### src/rtl/fft8_frame_ctrl_if.sv
// Bundle of the sample stream, core lane buses and bin stream around fft8_frame_ctrl.
// slave = controller view, master = surrounding logic (source, core, sink).
interface fft8_frame_ctrl_if #(
  parameter int unsigned DW = 16
);
  localparam int unsigned VW = 8 * DW;

  logic          s_valid;
  logic          s_ready;
  logic [DW-1:0] s_re;
  logic [DW-1:0] s_im;
  logic          core_en;
  logic [VW-1:0] core_xin;
  logic [VW-1:0] core_yin;
  logic [VW-1:0] core_xout;
  logic [VW-1:0] core_yout;
  logic          m_valid;
  logic          m_ready;
  logic [DW-1:0] m_re;
  logic [DW-1:0] m_im;
  logic [2:0]    m_index;
  logic          m_last;
  logic          busy;

  modport slave (
    input  s_valid, s_re, s_im, core_xout, core_yout, m_ready,
    output s_ready, core_en, core_xin, core_yin, m_valid, m_re, m_im, m_index, m_last, busy
  );

  modport master (
    output s_valid, s_re, s_im, core_xout, core_yout, m_ready,
    input  s_ready, core_en, core_xin, core_yin, m_valid, m_re, m_im, m_index, m_last, busy
  );
endinterface

### src/rtl/fft8_frame_ctrl.sv
// Frame sequencer for the 8-point CORDIC FFT core: gather 8 samples, run core, stream 8 bins.
// Optional FFT8_BITREV_LOAD_EN: load sample n into slot bitrev3(n) so bins leave in natural order.
module fft8_frame_ctrl #(
  parameter int unsigned DW       = 16,
  parameter int unsigned CORE_LAT = 34
) (
  input  logic             clock,
  input  logic             rst_n,
  fft8_frame_ctrl_if.slave bus
);
  localparam int unsigned VW = 8 * DW;
  localparam int unsigned LW = 8;

  typedef enum logic [1:0] {LOAD = 2'd0, RUN = 2'd1, DRAIN = 2'd2} state_e;

  state_e        state_q, state_d;
  logic [2:0]    cnt_q, cnt_d;
  logic [2:0]    idx_q, idx_d;
  logic [LW-1:0] lat_q, lat_d;
  logic [VW-1:0] xin_q, xin_d, yin_q, yin_d;
  logic [VW-1:0] xout_q, xout_d, yout_q, yout_d;
  logic [DW-1:0] m_re_q, m_re_d, m_im_q, m_im_d;
  logic          s_ready_q, s_ready_d;
  logic          core_en_q, core_en_d;
  logic          m_valid_q, m_valid_d;
  logic          m_last_q, m_last_d;
  logic          busy_q, busy_d;
  logic [2:0]    slot_c;
  logic          s_fire_c, m_fire_c, cap_c;

`ifdef FFT8_BITREV_LOAD_EN
  assign slot_c = {cnt_q[0], cnt_q[1], cnt_q[2]};
`else
  assign slot_c = cnt_q;
`endif

  // Next state, datapath registers and registered-output values
  always_comb begin
    state_d  = state_q;
    cnt_d    = cnt_q;
    idx_d    = idx_q;
    lat_d    = lat_q;
    xin_d    = xin_q;
    yin_d    = yin_q;
    xout_d   = xout_q;
    yout_d   = yout_q;
    cap_c    = 1'b0;
    s_fire_c = bus.s_valid && s_ready_q && (state_q == LOAD);
    m_fire_c = m_valid_q && bus.m_ready;

    unique case (state_q)
      LOAD: begin
        if (s_fire_c) begin
          xin_d[DW*32'(slot_c) +: DW] = bus.s_re;
          yin_d[DW*32'(slot_c) +: DW] = bus.s_im;
          cnt_d = cnt_q + 3'd1;
          if (cnt_q == 3'd7) begin
            state_d = RUN;
            lat_d   = '0;
          end
        end
      end
      RUN: begin
        if (lat_q == LW'(CORE_LAT - 1)) begin
          cap_c   = 1'b1;
          xout_d  = bus.core_xout;
          yout_d  = bus.core_yout;
          lat_d   = '0;
          idx_d   = '0;
          state_d = DRAIN;
        end else begin
          lat_d = lat_q + LW'(1);
        end
      end
      DRAIN: begin
        if (m_fire_c) begin
          idx_d = idx_q + 3'd1;
          if (idx_q == 3'd7) state_d = LOAD;
        end
      end
      default: state_d = LOAD;
    endcase

    s_ready_d = (state_d == LOAD);
    core_en_d = (state_d == RUN);
    m_valid_d = (state_d == DRAIN);
    m_last_d  = m_valid_d && (idx_d == 3'd7);
    busy_d    = (cnt_d != 3'd0) || (state_d != LOAD);
    // On the capture edge the output register is still being loaded, so tap the core directly
    m_re_d    = cap_c ? bus.core_xout[DW*32'(idx_d) +: DW] : xout_q[DW*32'(idx_d) +: DW];
    m_im_d    = cap_c ? bus.core_yout[DW*32'(idx_d) +: DW] : yout_q[DW*32'(idx_d) +: DW];
  end

  always_ff @(posedge clock or negedge rst_n) begin
    if (!rst_n) begin
      state_q   <= LOAD;
      cnt_q     <= '0;
      idx_q     <= '0;
      lat_q     <= '0;
      xin_q     <= '0;
      yin_q     <= '0;
      xout_q    <= '0;
      yout_q    <= '0;
      m_re_q    <= '0;
      m_im_q    <= '0;
      s_ready_q <= 1'b1;
      core_en_q <= 1'b0;
      m_valid_q <= 1'b0;
      m_last_q  <= 1'b0;
      busy_q    <= 1'b0;
    end else begin
      state_q   <= state_d;
      cnt_q     <= cnt_d;
      idx_q     <= idx_d;
      lat_q     <= lat_d;
      xin_q     <= xin_d;
      yin_q     <= yin_d;
      xout_q    <= xout_d;
      yout_q    <= yout_d;
      m_re_q    <= m_re_d;
      m_im_q    <= m_im_d;
      s_ready_q <= s_ready_d;
      core_en_q <= core_en_d;
      m_valid_q <= m_valid_d;
      m_last_q  <= m_last_d;
      busy_q    <= busy_d;
    end
  end

  assign bus.s_ready  = s_ready_q;
  assign bus.core_en  = core_en_q;
  assign bus.core_xin = xin_q;
  assign bus.core_yin = yin_q;
  assign bus.m_valid  = m_valid_q;
  assign bus.m_re     = m_re_q;
  assign bus.m_im     = m_im_q;
  assign bus.m_index  = idx_q;
  assign bus.m_last   = m_last_q;
  assign bus.busy     = busy_q;

endmodule

### src/flat_wrapper.sv
// flat-port wrapper written by rule: the top's interface ports become plain ports
module fft8_frame_ctrl_flat 
#(
  parameter int unsigned DW       = 16,
  parameter int unsigned CORE_LAT = 34
)
  (clock, rst_n, bus_s_valid, bus_s_re, bus_s_im, bus_core_xout, bus_core_yout, bus_m_ready, bus_s_ready, bus_core_en, bus_core_xin, bus_core_yin, bus_m_valid, bus_m_re, bus_m_im, bus_m_index, bus_m_last, bus_busy);
  fft8_frame_ctrl_if #(.DW(DW)) bus_i ();
  input  logic clock;
  input  logic rst_n;
  input wire logic [$bits(bus_i.s_valid)-1:0] bus_s_valid;
  input wire logic [$bits(bus_i.s_re)-1:0] bus_s_re;
  input wire logic [$bits(bus_i.s_im)-1:0] bus_s_im;
  input wire logic [$bits(bus_i.core_xout)-1:0] bus_core_xout;
  input wire logic [$bits(bus_i.core_yout)-1:0] bus_core_yout;
  input wire logic [$bits(bus_i.m_ready)-1:0] bus_m_ready;
  output wire logic [$bits(bus_i.s_ready)-1:0] bus_s_ready;
  output wire logic [$bits(bus_i.core_en)-1:0] bus_core_en;
  output wire logic [$bits(bus_i.core_xin)-1:0] bus_core_xin;
  output wire logic [$bits(bus_i.core_yin)-1:0] bus_core_yin;
  output wire logic [$bits(bus_i.m_valid)-1:0] bus_m_valid;
  output wire logic [$bits(bus_i.m_re)-1:0] bus_m_re;
  output wire logic [$bits(bus_i.m_im)-1:0] bus_m_im;
  output wire logic [$bits(bus_i.m_index)-1:0] bus_m_index;
  output wire logic [$bits(bus_i.m_last)-1:0] bus_m_last;
  output wire logic [$bits(bus_i.busy)-1:0] bus_busy;
  assign bus_i.s_valid = bus_s_valid;
  assign bus_i.s_re = bus_s_re;
  assign bus_i.s_im = bus_s_im;
  assign bus_i.core_xout = bus_core_xout;
  assign bus_i.core_yout = bus_core_yout;
  assign bus_i.m_ready = bus_m_ready;
  assign bus_s_ready = bus_i.s_ready;
  assign bus_core_en = bus_i.core_en;
  assign bus_core_xin = bus_i.core_xin;
  assign bus_core_yin = bus_i.core_yin;
  assign bus_m_valid = bus_i.m_valid;
  assign bus_m_re = bus_i.m_re;
  assign bus_m_im = bus_i.m_im;
  assign bus_m_index = bus_i.m_index;
  assign bus_m_last = bus_i.m_last;
  assign bus_busy = bus_i.busy;
  fft8_frame_ctrl #(.DW(DW), .CORE_LAT(CORE_LAT)) u_core (.clock(clock), .rst_n(rst_n), .bus(bus_i));
endmodule
### config.mk
export PLATFORM = sky130hd
export DESIGN_NAME = fft8_frame_ctrl_flat
export DESIGN_NICKNAME = d
export VERILOG_FILES = /design/src/rtl/fft8_frame_ctrl_if.sv /design/src/rtl/fft8_frame_ctrl.sv /design/src/flat_wrapper.sv
export SDC_FILE = /design/constraint.sdc
export NUM_CORES = 1
export LEC_CHECK = 0
export BUFFER_PORTS_ARGS = -buffer_cell sky130_fd_sc_hd__buf_2
export CAP_MARGIN = 10
export CORE_AREA = 2 2 225 227
export DETAILED_ROUTE_END_ITERATION = 7
export DIE_AREA = 0 0 227 229
export PLACE_DENSITY_LB_ADDON = 0.25
export SLEW_MARGIN = 20
export SYNTH_ARGS = -nofsm -noshare
export SYNTH_HDL_FRONTEND = slang
export SYNTH_SLANG_ARGS = --single-unit
### constraint.sdc
create_clock -name clock -period 3 [get_ports clock]
set_input_delay 0.45 -clock clock [delete_from_list [all_inputs] [get_ports clock]]
set_output_delay 0.45 -clock clock [all_outputs]
set_load 0.03 [all_outputs]
==> results.cfg, run 1 <==
[die]
core_area_sq_um = 49700
row_count = 82
dieArea_sq_um = 52000
fp.dieW_microns = 227
pin_count = 588
die_h_microns = 229
start_util_pct = 46.8

[grt]
use_met1_pct = 32.3
grt_pass1_vias = 17000
antenna_found_initial = 18
busiest_layer = met2
grt_use_total_pct = 25.4
use_met3_pct = 7.62
grt_pass1_wl_mm = 101
groute.layer.met2.usage_pct = 41.7
globalRouteOverflowTotal = 0
grt_max_degree = 99

[detailed_routing]
antenna_left = 0
drt_pre_antenna_iters = 5
drt_wl_total_mm = 66.9
vias = 15900
drcViolationCount = 0
routedWlPerCell_microns = 21.9
viasPerCell = 5.22
drt_iter0_markers = 814

[clock_network]
clock-sinks = 565
clk_path_buf_depth = 3
cts.reportedPaths.clkPinSlew_ns = 0.07
worstSkewPairLatency_ns = 0.61
root_buffer = clkbuf_16
cts_max_level = 2
cts_tree = yes
cts_buffers = 57

[pwr]
p_per_area_nw_per_um2 = 904
internal-power_mw = 16.7
p_switching_mw = 9.85
ir_worst_vdd_v = 0.000777
clockPowerShare_pct = 27.6
leakage_nw = 14.7
combPwrFrac_pct = 36.1
seqPwrFrac_pct = 36.3
sw_frac_of_total_pct = 37.1

[sta]
finalClockSkew_ns = 0.0292
finalMaxSlewViolations = 0
rsz0062_at_grt = no
worstMarginPinSlew_ns = 0.713
final.period_utilization_pct = 95.9
slew_headroom_pct = 52.2
setup_slack_ns = 0.123
hold_ws_ns = 0.0885
period_needed_ns = 2.88
hold_viol = 0
setup-violations-final = 0
max_freq_mhz = 348
tns_ns = 0

[placement]
io_buffers = 587
finalWeightedCongestion = 0.850
hpwl_mm = 47.2
place_inst = 2923
dp_slack_ns = -0.115

[logic_synthesis]
syn_nets = 2011
syn-cell-area_sq_um = 23200
synthTopCellsByCount = dfrtp_1, mux2_2, nand2_1
ys_ff_latch = 565
yosysTopAreaCellShare_pct = 60.8
avgSynthCellArea_sq_um = 13.6
syn-instance-count = 1707
synth.most_common_cell = dfrtp_1
synth_area_leaders = dfrtp_1, mux2_2, nand2_1
ys.warnings.count = 0
synth_edf_count = 0
seq_area_frac_synth_pct = 60.9
yosys_most_used_dff = dfrtp_1
yosys.area.top_type = dfrtp_1
synth_cell_types = 42
async_flop_share_pct = 100

[job]
maxCapViolations = 0

[critical_path]
cp.arrival_ns = 3.36
startpoint = u_core.lat_q[2]
r2r-start = u_core.lat_q[2]
timing.rr.end = u_core.bus.m_re[10]
critPathCaptureType = flop
worstRegToRegCells = 7
worst-endpoint-required_ns = 3.48
r2r_slack_ns = 0.12
cp-endpoint = u_core.bus.m_re[10]
worstSetupPathType = reg -> reg
start_kind = flop
crit_fanout = 53

[finish]
area_delta_synth_final_pct = 26.4
layout-drive-gt1-share_pct = 54.1
nFillCells = 4057
nets = 2626
instances_no_fill = 3052

[run_status]
status = complete, no violations

[hold_path]
hp-class = in -> reg
-- power by group through the flow --
stage | sequential [mW] | combinational [mW] | clock (mW)
finish | 9.63 | 9.59 | 7.32
floorplan | 11.8 | 4.00 | 0
detailed placement | 9.72 | 9.54 | 0
global route | 9.76 | 10.3 | 7.79
CTS | 9.62 | 9.63 | 7.45
global placement | 9.67 | 9.39 | 0
-- layout make-up --
class | count | area [sq um] | area share [%]
antenna | 15 | 37.5 | 0.128
timing repair buffer | 657 | 3750 | 12.8
multi-input combinational | 1033 | 8620 | 29.4
clock inverter | 22 | 279 | 0.951
inverter | 8 | 30.0 | 0.102
tap | 672 | 841 | 2.87
sequential | 565 | 14100 | 48.2
clock buffer | 80 | 1650 | 5.61
-- metrics by stage --
step                      instance area (sq um)  util [%]  total power [mW]
final                                     29300      59.1              26.5
after global routing                      29300      59.1              27.8
after CTS                                 29200      58.8              26.7
after detailed placement                  27300      54.9              19.3
after global placement                    27300      54.9              19.1
after floorplan                           23200         -              15.8
-- placed cells by master, fill, tap and decap left out, types with 2 or more instances in the layout --
cell / n
a41o_1: 2
mux2_2: 513
and3_1: 7
nand3b_1: 2
ha_1: 12
buf_12: 19
buf_2: 586
clkbuf_16: 61
mux2_1: 12
nand2b_1: 16
nor2b_1: 7
clkbuf_8: 9
a22oi_1: 65
nor2_1: 5
dfrtp_1: 564
diode_2: 15
nand3_2: 4
clkinvlp_4: 3
clkinv_2: 10
a21bo_2: 2
nor3_1: 2
o31ai_1: 2
clkbuf_1: 12
bufinv_16: 6
o21ai_0: 99
a21boi_0: 3
buf_4: 47
inv_1: 7
nor2b_4: 3
nand3_1: 16
nand2_1: 238
inv_6: 2
-- worst max-delay path: stages (launching register included) --
cell	delay, ns
dfrtp_1	0.41
or4_4	0.58
o21a_2	0.31
a211oi_4	0.34
buf_12	0.32
mux2_2	0.39
a22oi_1	0.25
nand2_1	0.10
-- per-layer routing --
| layer | share of wire (%) | vias to the layer above |
|---|---|---|
| met1 | 41 | 8093 |
| met3 | 7.7 | 105 |
| met2 | 49 | 502 |
| met4 | 2.5 | 6 |
| li1 | - | 7233 |
| met5 | 0.061 | - |
-- kinds of logic after synthesis --
kind of cell | count (synthesis) | synth area share [%]
xor gates and xnor gates | 1 | 0.0377
and+or+nand+nor | 311 | 5.67
buffers and inverters | 110 | 2.35
muxes | 526 | 25.5
AOI/OAI and AO/OA | 182 | 4.89
adders and majority gates | 12 | 0.647
DFF | 565 | 60.9
-- repair_timing --
action,in CTS,in global routing
pin swaps,0,2
cloned,1,2
gates resized for setup,3,1
setup buffers,0,8
hold buffers,1,0
endpoints found under the setup margin,32,7
hold endpoints to repair,15,0
-- how the worst min path moves through the flow --
stage | startpoint | end | cells after the start
after global placement | rst_n | u_core.yout_q[16] | 1
final | bus_core_xout[14] | u_core.xout_q[14] | 2
after floorplan | rst_n | u_core.bus.busy | 0
after global routing | bus_core_xout[35] | u_core.xout_q[35] | 2
after CTS | bus_core_xout[14] | u_core.xout_q[14] | 2
after detailed placement | rst_n | u_core.yout_q[0] | 1
-- sequential cells by signal, summed over array words and instances (netlist names), 2 cells and up --
signal,count
u_core.bus.core_xin,128
u_core.bus.core_yin,128
u_core.bus.m_im,16
u_core.bus.m_index,3
u_core.bus.m_re,16
u_core.cnt_q,3
u_core.lat_q,8
u_core.state_q,2
u_core.xout_q,128
u_core.yout_q,128
Power figures use the tool's default switching activity.
==> run 2: changes to the inputs <==
Settings changed: BUFFER_PORTS_ARGS -buffer_cell sky130_fd_sc_hd__buf_2 to default, DONT_BUFFER_PORTS from default to 1.
==> results.cfg, run 2 (same netlist as run 1, synthesis figures left out) <==
[run_status]
status = finished, violations left
violations = negative hold slack

[sta]
worstMarginPinSlew_ns = 1.17
rsz0062_at_grt = yes
max_freq_mhz = 342
finalClockSkew_ns = 0.0200
setup-violations-final = 0
period_needed_ns = 2.92
hold_ws_ns = -0.444
hold_viol = 564
final.period_utilization_pct = 97.4
setup_slack_ns = 0.0785
slew_headroom_pct = 21.9
finalMaxSlewViolations = 0

[detailed_routing]
wl_met1_mm = 25.2
wl_met2_mm = 31.6
drcViolationCount = 0
drt_iter0_markers = 856
highest_layer = met5
routedWlPerCell_microns = 24.1
vias = 14800
antenna_left = 0
drt_wl_total_mm = 65.7
viasPerCell = 5.42
drt_pre_antenna_iters = 5
wl_met3_mm = 6.27

[clock_network]
cts_setup_buffers = 0
cts_max_level = 2
cts.reportedPaths.clkPinSlew_ns = 0.06
cts_tree = yes
root_buffer = clkbuf_16
clk_path_buf_depth = 3
worstSkewPairLatency_ns = 0.61
hold_buffers = 273
cts_buffers = 57
clock-sinks = 565

[pwr]
total_power_mw = 25.6
ir_worst_vdd_v = 0.000620
p_per_area_nw_per_um2 = 885
leakage_nw = 13.0

[die]
row_count = 82
start_util_pct = 46.8
pin_count = 588
die_h_microns = 229
fp.dieW_microns = 227
core_area_sq_um = 49700
dieArea_sq_um = 52000

[grt]
grt_pass1_vias = 16100
grt_use_total_pct = 25.1
globalRouteOverflowTotal = 0
antenna_found_initial = 18
grt_pass1_wl_mm = 99.2
grt_max_degree = 566

[critical_path]
critPathCaptureType = flop
worstSetupPathType = reg -> reg
worst-endpoint-required_ns = 3.53
slowest_stage = nor2b_4
slowest_delay_ns = 0.70
critical-path-top-delay-family = simple AND/OR/NAND/NOR gates
start_kind = flop
cp.arrival_ns = 3.45
crit_fanout = 25
path_cells = or4_4 -> o21a_2 -> a221o_1 -> nor2b_4 -> buf_4 -> a22oi_1 -> nand2_1
cp_num_buf_inv = 1

[job]
maxCapViolations = 0

[hold_path]
hp-class = in -> async

[placement]
finalWeightedCongestion = 0.846
place_inst = 2336
dp_slack_ns = -0.0268
io_buffers = 0
hpwl_mm = 42.8

[finish]
mostFrequentLayoutCell = dfrtp_1
regArea_sq_um = 14100
layout-drive-gt1-share_pct = 33.4
final_cell_mix = dfrtp_1, mux2_2, dlygate4sd3_1
multi_input_area_sq_um = 8600
instances_no_fill = 2722
nFillCells = 3887
fin_util_pct = 58.3
nets = 2301
area_delta_synth_final_pct = 24.8
## run 2: changes by cell type in the layout (fill, tap and decap cells not counted), sizes merged
cell and change:
bufinv +4, nor2b -1, clkinv +1, clkinvlp +1, dlygate4sd3 +272, diode -2, clkbuf -11, buf -594
## run 2: worst paths after layout
path                       depth (start not counted)              start  slack [ns]                        to
setup / recovery                                   7    u_core.lat_q[2]        0.08        u_core.bus.m_im[0]
hold / removal                                     0              rst_n       -0.44         u_core.yout_q[87]
setup reg to reg                                   7    u_core.lat_q[2]        0.08        u_core.bus.m_im[0]
hold reg to reg                                    1  u_core.yout_q[63]        0.49         u_core.yout_q[63]
max in group asynchronous                          0              rst_n        2.50   u_core.bus.core_yin[10]
min in group clock                                 2       bus_s_re[11]        0.04  u_core.bus.core_xin[123]
## run 2: worst register-to-register path, delay by kind of cell, from the launching register on
kind	cells	cell delay [ns]
buffers and inverters	1	0.29
AO/OA/AOI/OAI	3	0.76
AND/OR/NAND/NOR	3	1.39
flip-flops	1	0.41
## run 2: metal layers
layer / global-route usage (%) / up-vias
li1: - / 6573
met1: 29.9 / 7451
met2: 41.1 / 557
met3: 9.43 / 163
met4: 9.74 / 8
met5: 0 / -
## run 2: power by group
part	internal (mW)	leakage (nW)	switching, mW
combinational	2.81	4.88	3.16
clock	4.44	0.943	3.01
sequential	8.94	7.17	3.27
## run 2: repair_timing
item,in CTS,in global routing
gates resized for setup,0,2
endpoints found under the setup margin,2,5
pin swaps,0,0
endpoints found under the hold margin,1008,565
## run 2: final cells by class
cell class	count	area share, %
inverters	8	0.104
clock inverters	28	1.44
repair buffers	333	11.7
flip-flops and latches	565	48.8
multi-input cells	1032	29.7
well taps	672	2.90
clock buffers	71	5.24
diodes	13	0.112
## run 2: stage by stage
stage	TNS (ns)	hold WS [ns]	cell area [sq um]
3_5_place_dp	-0.0639	0.167	24200
5_1_grt	-0.0439	-0.481	29000
6_report	0	-0.444	29000
3_3_place_gp	0	0.166	24200
2_1_floorplan	0	0.154	23200
4_1_cts	-0.0204	-0.488	28900
==> run 3: changes to the inputs <==
Settings changed: CORE_AREA 2 2 225 227 to 2 2 232 234, CTS_CLUSTER_SIZE from default to 25, DIE_AREA 0 0 227 229 to 0 0 234 236, PLACE_DENSITY_LB_ADDON 0.25 to default.
==> results.cfg, run 3 (same netlist as run 1, synthesis figures left out) <==
[clock_network]
clk_path_buf_depth = 3
cts.reportedPaths.clkPinSlew_ns = 0.06
root_buffer = clkbuf_16
cts_tree = yes
cts_max_level = 2
worstSkewPairLatency_ns = 0.62
clock-sinks = 565
cts_buffers = 59
hold_buffers = 278

[critical_path]
cp.arrival_ns = 3.37
worst-endpoint-required_ns = 3.46
worstRegToRegCells = 9
worstSetupPathType = reg -> reg
r2r-start = u_core.lat_q[2]
slowest_delay_ns = 0.54
crit_path_frequent_cell = buf_12
slowest_stage = or4_4
start_kind = flop
path_cells = or4_4 -> o21a_2 -> buf_4 -> a211oi_4 -> buf_12 -> buf_12 -> mux2_2 -> a22oi_1 -> nand2_1
crit_fanout = 22
r2r_slack_ns = 0.1
critPathCaptureType = flop
timing.rr.end = u_core.bus.m_im[7]

[job]
maxCapViolations = 0

[die]
start_util_pct = 43.8
pin_count = 588
row_count = 85
dieArea_sq_um = 55200
fp.dieW_microns = 234
die_h_microns = 236
core_area_sq_um = 53100

[sta]
finalMaxSlewViolations = 0
worstMarginPinSlew_ns = 0.973
hold_viol = 565
finalClockSkew_ns = 0.0309
period_needed_ns = 2.90
slew_headroom_pct = 35.1
final.period_utilization_pct = 96.8
setup-violations-final = 0
hold_ws_ns = -0.450
max_freq_mhz = 344

[grt]
globalRouteOverflowTotal = 0
grt_pass1_vias = 16100
antenna_found_initial = 7
grt_max_degree = 566
grt_use_total_pct = 23.1
grt_pass1_wl_mm = 98.1

[detailed_routing]
drt_iter0_markers = 703
routedWlPerCell_microns = 23.5
drt_wl_total_mm = 64.7
antenna_left = 0
drt_pre_antenna_iters = 4
viasPerCell = 5.33
vias = 14700
drcViolationCount = 0

[pwr]
ir_worst_vdd_v = 0.000568
p_per_area_nw_per_um2 = 871
total_power_mw = 25.3
leakage_nw = 13.0

[finish]
nets = 2313
mostFrequentLayoutCell = dfrtp_1
layout-drive-gt1-share_pct = 33.3
area_delta_synth_final_pct = 25.1
final_cell_mix = dfrtp_1, mux2_2, dlygate4sd3_1

[placement]
io_buffers = 0
hpwl_mm = 42.9
finalWeightedCongestion = 0.829

[hold_path]
hp-class = in -> async

[run_status]
violations = negative hold slack
status = finished, violations left
run 3: changes by cell type in the layout (fill, tap and decap cells not counted), moves of 2 or more:
| cell | delta |
|---|---|
| clkbuf_1 | +7 |
| buf_16 | +2 |
| clkinv_4 | -2 |
| diode_2 | -5 |
| buf_6 | -2 |
| bufinv_16 | -8 |
| buf_4 | +5 |
| clkinvlp_4 | -2 |
| dlygate4sd3_1 | +5 |
| buf_12 | -3 |
| clkbuf_8 | +6 |
| clkbuf_16 | +6 |
run 3: how the worst max path moves through the flow:
stage,start,endpoint,slack (ns)
2_1_floorplan,u_core.cnt_q[0],u_core.bus.core_xin[59],0.26
3_3_place_gp,u_core.lat_q[2],u_core.bus.m_re[15],0.09
3_5_place_dp,u_core.lat_q[2],u_core.bus.m_re[15],0.05
4_1_cts,u_core.lat_q[2],u_core.bus.m_re[15],0.03
5_1_grt,u_core.lat_q[2],u_core.bus.m_re[15],-0.003
6_report,u_core.lat_q[2],u_core.bus.m_im[7],0.1
run 3: final cells by class:
type / count / area, sq um
Antenna cell: 8 / 20.0
Clock buffer: 87 / 1700
Clock inverter: 16 / 150
Fill cell: 4312 / 24000
Inverter: 8 / 30.0
Multi-Input combinational cell: 1032 / 8600
Sequential cell: 565 / 14100
Tap cell: 696 / 871
Timing Repair Buffer: 343 / 3530
run 3: routing by layer:
layer / up-vias / GRT usage (%) / wire (microns)
met3: 141 / 8.33 / 5820
met1: 7402 / 27.8 / 25500
met4: 2 / 8.50 / 2330
li1: 6595 / - / -
met5: - / 0 / 13
met2: 531 / 37.8 / 31100
run 3: worst max-delay path, delay by kind of cell, from the launching register on:
family,cells,cell delay (ns)
AND/OR/NAND/NOR,2,0.65
buffers and inverters,3,0.57
AO/OA/AOI/OAI,3,0.77
flip-flops,1,0.38
multiplexers,1,0.36
run 3: repair_timing:
item,in CTS,in global routing
setup buffers,0,7
hold endpoints to repair,1029,565
resized for setup,0,3
endpoints found under the setup margin,0,21
run 3: where the power goes:
part | internal, mW | switching [mW] | leakage, nW
Clock | 4.07 | 3.00 | 0.910
Sequential | 8.94 | 3.27 | 7.17
Combinational | 2.78 | 3.23 | 4.95
Total | 15.8 | 9.51 | 13.0
run 3: stage by stage:
| stage | worst slack, ns | std cells | setup TNS [ns] | utilization (%) | area, sq um |
|---|---|---|---|---|---|
| floorplan | 0.255 | 1707 | 0 | - | 23200 |
| detailed placement | 0.0459 | 2356 | 0 | 45.7 | 24200 |
| CTS | 0.0287 | 2737 | 0 | 54.4 | 28900 |
| global route | -0.00291 | 2753 | -0.00291 | 54.7 | 29000 |
| global placement | 0.0862 | 2356 | 0 | 45.7 | 24200 |
| finish | 0.0955 | 2755 | 0 | 54.7 | 29000 |
